===== src/rtl/run_len_seq.sv =====
// Bit-serial sequencer: longest run of 1s/0s, popcount or trailing-zero count
// over a 32-bit operand, one bit per cycle LSB first, with abort and early exit.
module run_len_seq #(
  parameter bit EARLY_EXIT = 1'b0
) (
  input  logic        clk,
  input  logic        reset,
  input  logic        start,
  input  logic [1:0]  op,
  input  logic [31:0] data_in,
  input  logic        abort,
  output logic        busy,
  output logic        done,
  output logic [5:0]  result
);

  typedef enum logic [1:0] {
    IDLE = 2'd0,
    RUN  = 2'd1,
    DONE = 2'd2
  } state_t;

  state_t      state_reg, state_next;
  logic [31:0] sh_reg, sh_next;
  logic [1:0]  op_reg, op_next;
  logic [5:0]  idx_reg, idx_next;
  logic [5:0]  cur_reg, cur_next;
  logic [5:0]  best_reg, best_next;
  logic [5:0]  cnt_reg, cnt_next;
  logic [5:0]  result_reg, result_next;
  logic        tz_found_reg, tz_found_next;

  logic        bit_cur;
  logic        match;
  logic        last_bit;
  logic        early;
  logic [31:0] sh_shift;
  logic [5:0]  run_len;
  logic [5:0]  best_upd;
  logic [5:0]  cnt_upd;
  logic [5:0]  final_val;

  assign bit_cur  = sh_reg[0];
  assign sh_shift = {1'b0, sh_reg[31:1]};
  // op 01 looks for zeros, op 00 for ones
  assign match    = op_reg[0] ? ~bit_cur : bit_cur;
  assign run_len  = match ? (cur_reg + 6'd1) : 6'd0;
  assign best_upd = (run_len > best_reg) ? run_len : best_reg;
  assign last_bit = (idx_reg == 6'd31);

  always_comb begin
    cnt_upd = cnt_reg;
    if (op_reg == 2'b10) begin
      cnt_upd = cnt_reg + {5'd0, bit_cur};
    end else if (op_reg == 2'b11 && !tz_found_reg && !bit_cur) begin
      cnt_upd = cnt_reg + 6'd1;
    end
  end

  assign final_val = op_reg[1] ? cnt_upd : best_upd;

  // Once the remaining bits are all zero, neither the longest 1-run nor the
  // popcount can grow; the trailing-zero count is settled by its first 1.
  generate
    if (EARLY_EXIT) begin : g_early
      assign early = ((op_reg == 2'b00 || op_reg == 2'b10) && (sh_shift == 32'd0)) ||
                     ((op_reg == 2'b11) && bit_cur);
    end else begin : g_no_early
      assign early = 1'b0;
    end
  endgenerate

  always_comb begin
    state_next    = state_reg;
    sh_next       = sh_reg;
    op_next       = op_reg;
    idx_next      = idx_reg;
    cur_next      = cur_reg;
    best_next     = best_reg;
    cnt_next      = cnt_reg;
    result_next   = result_reg;
    tz_found_next = tz_found_reg;
    case (state_reg)
      IDLE, DONE: begin
        if (start && !abort) begin
          state_next    = RUN;
          sh_next       = data_in;
          op_next       = op;
          idx_next      = 6'd0;
          cur_next      = 6'd0;
          best_next     = 6'd0;
          cnt_next      = 6'd0;
          tz_found_next = 1'b0;
        end else begin
          state_next = IDLE;
        end
      end
      RUN: begin
        if (abort) begin
          state_next = IDLE;
        end else begin
          sh_next  = sh_shift;
          idx_next = idx_reg + 6'd1;
          if (!op_reg[1]) begin
            cur_next  = run_len;
            best_next = best_upd;
          end
          cnt_next = cnt_upd;
          if (op_reg == 2'b11 && bit_cur) begin
            tz_found_next = 1'b1;
          end
          if (last_bit || early) begin
            state_next  = DONE;
            result_next = final_val;
          end else begin
            state_next = RUN;
          end
        end
      end
      default: state_next = IDLE;
    endcase
  end

  always_ff @(posedge clk) begin
    if (!reset) begin
      state_reg    <= IDLE;
      sh_reg       <= 32'd0;
      op_reg       <= 2'd0;
      idx_reg      <= 6'd0;
      cur_reg      <= 6'd0;
      best_reg     <= 6'd0;
      cnt_reg      <= 6'd0;
      result_reg   <= 6'd0;
      tz_found_reg <= 1'b0;
    end else begin
      state_reg    <= state_next;
      sh_reg       <= sh_next;
      op_reg       <= op_next;
      idx_reg      <= idx_next;
      cur_reg      <= cur_next;
      best_reg     <= best_next;
      cnt_reg      <= cnt_next;
      result_reg   <= result_next;
      tz_found_reg <= tz_found_next;
    end
  end

  assign busy   = (state_reg == RUN);
  assign done   = (state_reg == DONE);
  assign result = result_reg;

endmodule


===== config.mk =====
export PLATFORM = sky130hd
export DESIGN_NAME = run_len_seq
export DESIGN_NICKNAME = d
export VERILOG_FILES = /design/src/rtl/run_len_seq.sv
export SDC_FILE = /design/constraint.sdc
export NUM_CORES = 1
export LEC_CHECK = 0
export BUFFER_PORTS_ARGS = -buffer_cell sky130_fd_sc_hd__buf_2
export CORE_AREA = 4 4 107 109
export CTS_CLUSTER_SIZE = 12
export DETAILED_ROUTE_END_ITERATION = 8
export DIE_AREA = 0 0 111 113
export GPL_TIMING_DRIVEN = 0
export MAX_ROUTING_LAYER = met4
export REMOVE_ABC_BUFFERS = 1
export SYNTH_ARGS = -nofsm -noshare
export SYNTH_HDL_FRONTEND = slang
export SYNTH_SLANG_ARGS = --single-unit

===== constraint.sdc =====
create_clock -name clk -period 3.1 [get_ports clk]
set_clock_uncertainty 0.2 [all_clocks]
set_input_delay 0.155 -clock clk [delete_from_list [all_inputs] [get_ports clk]]
set_output_delay 0.155 -clock clk [all_outputs]
set_load 0.05 [all_outputs]

==> reports/qor.yml <==
power:
  powerDensity_nw_per_um2: 433
  p_comb_frac: 0.127
  power_frac_seq: 0.485
  power.switching_mw: 0.500
  intPower_mw: 1.40
  switching_share: 0.264
  power.leakage_nw: 1.64
  vdd_drop_max_v: 0.000174
  clockPowerShare: 0.388
  power_mw: 1.90
hold_path:
  holdPathEnd: "state_reg[0]"
  hp-class: "input pin to register"
  hold_start: "start"
  hold_depth: 3
global_route:
  overflow: 0
  groute.usage.overall: 0.148
  grt_antenna_before_repair: 0
  first_global_vias: 3120
  grt_max_degree: 51
  grt_pass1_wl_um: 14800
yosys:
  ys_types: 49
  syn_area_um2: 3420
  synth-main-ff-cell: "dfxtp_1"
  synth-seq-cells: 67
  postSynth.asyncResetShare: 0
  syn_inst: 436
  yosysWarnings: 0
  synth-edff-count: 0
  seq_area_frac_synth: 0.392
  synth_area_per_cell_um2: 7.85
cells_and_area:
  design_area_um2: 4380
  final_cell_mix: "nand2_1, dfxtp_1, nor2_1, buf_2, dlygate4sd3_1"
  fillers: 1075
  final_common_cell: "nand2_1"
  drive_gt1_frac: 0.169
  antenna_cells: 0
  area_growth_pct: 28.1
  fin_nets: 551
  largest_reg_flops: 32
  fin_util: 0.413
die:
  rows: 38
  die_area_um2: 12500
  initial_utilization: 0.323
  die_w_um: 111
  coreArea_um2: 10600
  io_pins: 46
  die_h_um: 113
place:
  gp_congestion: 0.871
  dpl.hpwl_um: 5850
  port_buffers: 45
  place_area_um2: 3750
timing:
  hold_viol: 0
  maxSlewHeadroom: 0.350
  setup_viol: 0
  tightest_slew_ns: 0.971
  fin_crit_ns: 2.99
  slew_violations: 0
  fmax_mhz: 334
  whs_ns: 0.0982
  fin_crit_sh: 0.965
clock_network:
  cts_tree: "yes"
  cts-buffers-inserted: 9
  clock-sinks: 67
  root_buffer: "clkbuf_8"
  htreeDepth: 3
  cts.clk_slew.worst_paths_ns: 0.07
  clock_path_buffers: 2
  clk_latency_ns: 0.34
outcome:
  run_status: "finished clean"
critical_path:
  r2r_cells: 8
  required_ns: 3.17
  cp_slowest_cell: "nor4_4"
  end_kind: "register"
  worstPathCellList: "ha_1, and4_1, nor4_4, nand2b_1, a311o_1, nand3_1, o2111a_1, a21oi_1"
  crit_family: "simple AND/OR/NAND/NOR gates"
  reg2reg_to: "result[0]"
  worstSetupStartpoint: "cur_reg[0]"
  crit_type: "register to register"
  reg2reg_from: "cur_reg[0]"
  path_buf_inv: 0
  r2r_setup_slack_ns: 0.11
  critPathMaxFanout: 8
  worst_setup_path_start_kind: "register"
  cp_slowest_stage_delay_ns: 0.53
  arrival_ns: 3.07
routing:
  vias_per_cell: 5.15
  met1_length_um: 4260
  drc: 0
  firstDrtPassIters: 4
  routed.top_layer: "met4"
  wl_met2_um: 4180
  wl_per_cell_um: 13.8
  wl_met3_um: 385
  antenna_left: 0
  vias: 3342
  drtIter0Drc: 169
  wirelength_um: 8940
job:
  max_cap_viol_count: 0
per-layer routing:
layer  GRT usage  vias to the layer above
li1            -                     1685
met1       0.182                     1575
met2       0.239                       74
met3      0.0422                        8
met4      0.0419                        0
met5           -                        -
metrics by stage:
step | worst slack (ns) | instances | setup TNS (ns)
after floorplan | -0.906 | 409 | -14.10
after global placement | -2.25 | 594 | -70.70
after detailed placement | -1.00 | 595 | -24.33
after CTS | -0.00259 | 647 | -0.00353
after global routing | -0.0139 | 649 | -0.0139
final | 0.107 | 649 | 0
kinds of logic after synthesis:
group,count (synthesis),synth area share
adder cells (fa/ha/maj),10,0.0358
AND/OR/NAND/NOR,191,0.260
buffers and inverters,42,0.0483
multiplexers,2,0.00585
XOR/XNOR,13,0.0333
flip-flops,67,0.392
AO/OA/AOI/OAI,111,0.225
tightest hold or removal path, cell delays in order:
cell and delay, ns:
buf_2 0.11, nand2b_1 0.20, a211oi_1 0.12
worst max path at each step:
stage	to	slack (ns)	cells after the start
6_report	result[0]	0.11	8
5_1_grt	best_reg[5]	-0.01	6
4_1_cts	best_reg[1]	-0.003	9
3_5_place_dp	best_reg[4]	-1.00	6
3_3_place_gp	idx_reg[5]	-2.25	5
2_1_floorplan	idx_reg[5]	-0.91	5
cell type report:
cell class              count  area, um^2  share of cell area
clock buffers              12         145              0.0331
clock inverters             4        50.0              0.0114
inverters                  15        61.3              0.0140
multi-input cells         327        1970               0.451
flip-flops and latches     67        1350               0.307
well taps                 140         175              0.0400
repair buffers             84         628               0.143
timing repair:
item	4_1_cts	5_1_grt
setup buffers	0	2
hold endpoints to repair	39	0
hold buffers	36	0
pin swaps	0	3
endpoints found under the setup margin	60	18
gates resized for setup	5	12
Yosys cell counts, types with 2 or more instances:
| library cell | count | area share |
|---|---|---|
| nand2_1 | 75 | 0.082 |
| xor2_1 | 6 | 0.015 |
| dfxtp_1 | 67 | 0.39 |
| clkbuf_1 | 23 | 0.025 |
| o21ai_0 | 15 | 0.022 |
| or2_2 | 2 | 0.0037 |
| a211oi_1 | 2 | 0.0044 |
| o21ai_1 | 3 | 0.0044 |
| nand2b_1 | 9 | 0.016 |
| nor4_4 | 2 | 0.012 |
| xnor2_1 | 7 | 0.018 |
| o2111a_1 | 2 | 0.0066 |
| a21oi_1 | 31 | 0.045 |
| o221ai_1 | 2 | 0.0051 |
| o21a_1 | 2 | 0.0044 |
| a22oi_1 | 15 | 0.033 |
| and3_1 | 3 | 0.0055 |
| o211ai_1 | 3 | 0.0066 |
| buf_1 | 3 | 0.0033 |
| nand4_1 | 4 | 0.0073 |
| nor2_1 | 63 | 0.069 |
| nor2b_1 | 3 | 0.0055 |
| nand3_1 | 14 | 0.020 |
| a311oi_1 | 24 | 0.061 |
| and4_1 | 2 | 0.0051 |
| o31ai_1 | 2 | 0.0044 |
| inv_1 | 14 | 0.015 |
| nand4bb_1 | 2 | 0.0066 |
| o22ai_1 | 2 | 0.0037 |
| mux2i_1 | 2 | 0.0059 |
| and2_1 | 2 | 0.0037 |
| ha_1 | 9 | 0.033 |
| nor3_1 | 5 | 0.0073 |
power groups by stage:
stage | Combinational (mW) | Clock (mW) | Sequential (mW)
after floorplan | 0.131 | 0 | 0.930
after global placement | 0.192 | 0 | 0.936
after detailed placement | 0.202 | 0 | 0.937
after CTS | 0.238 | 0.755 | 0.917
after global routing | 0.270 | 0.796 | 0.922
final | 0.241 | 0.736 | 0.919
Power figures use the tool's default switching activity.
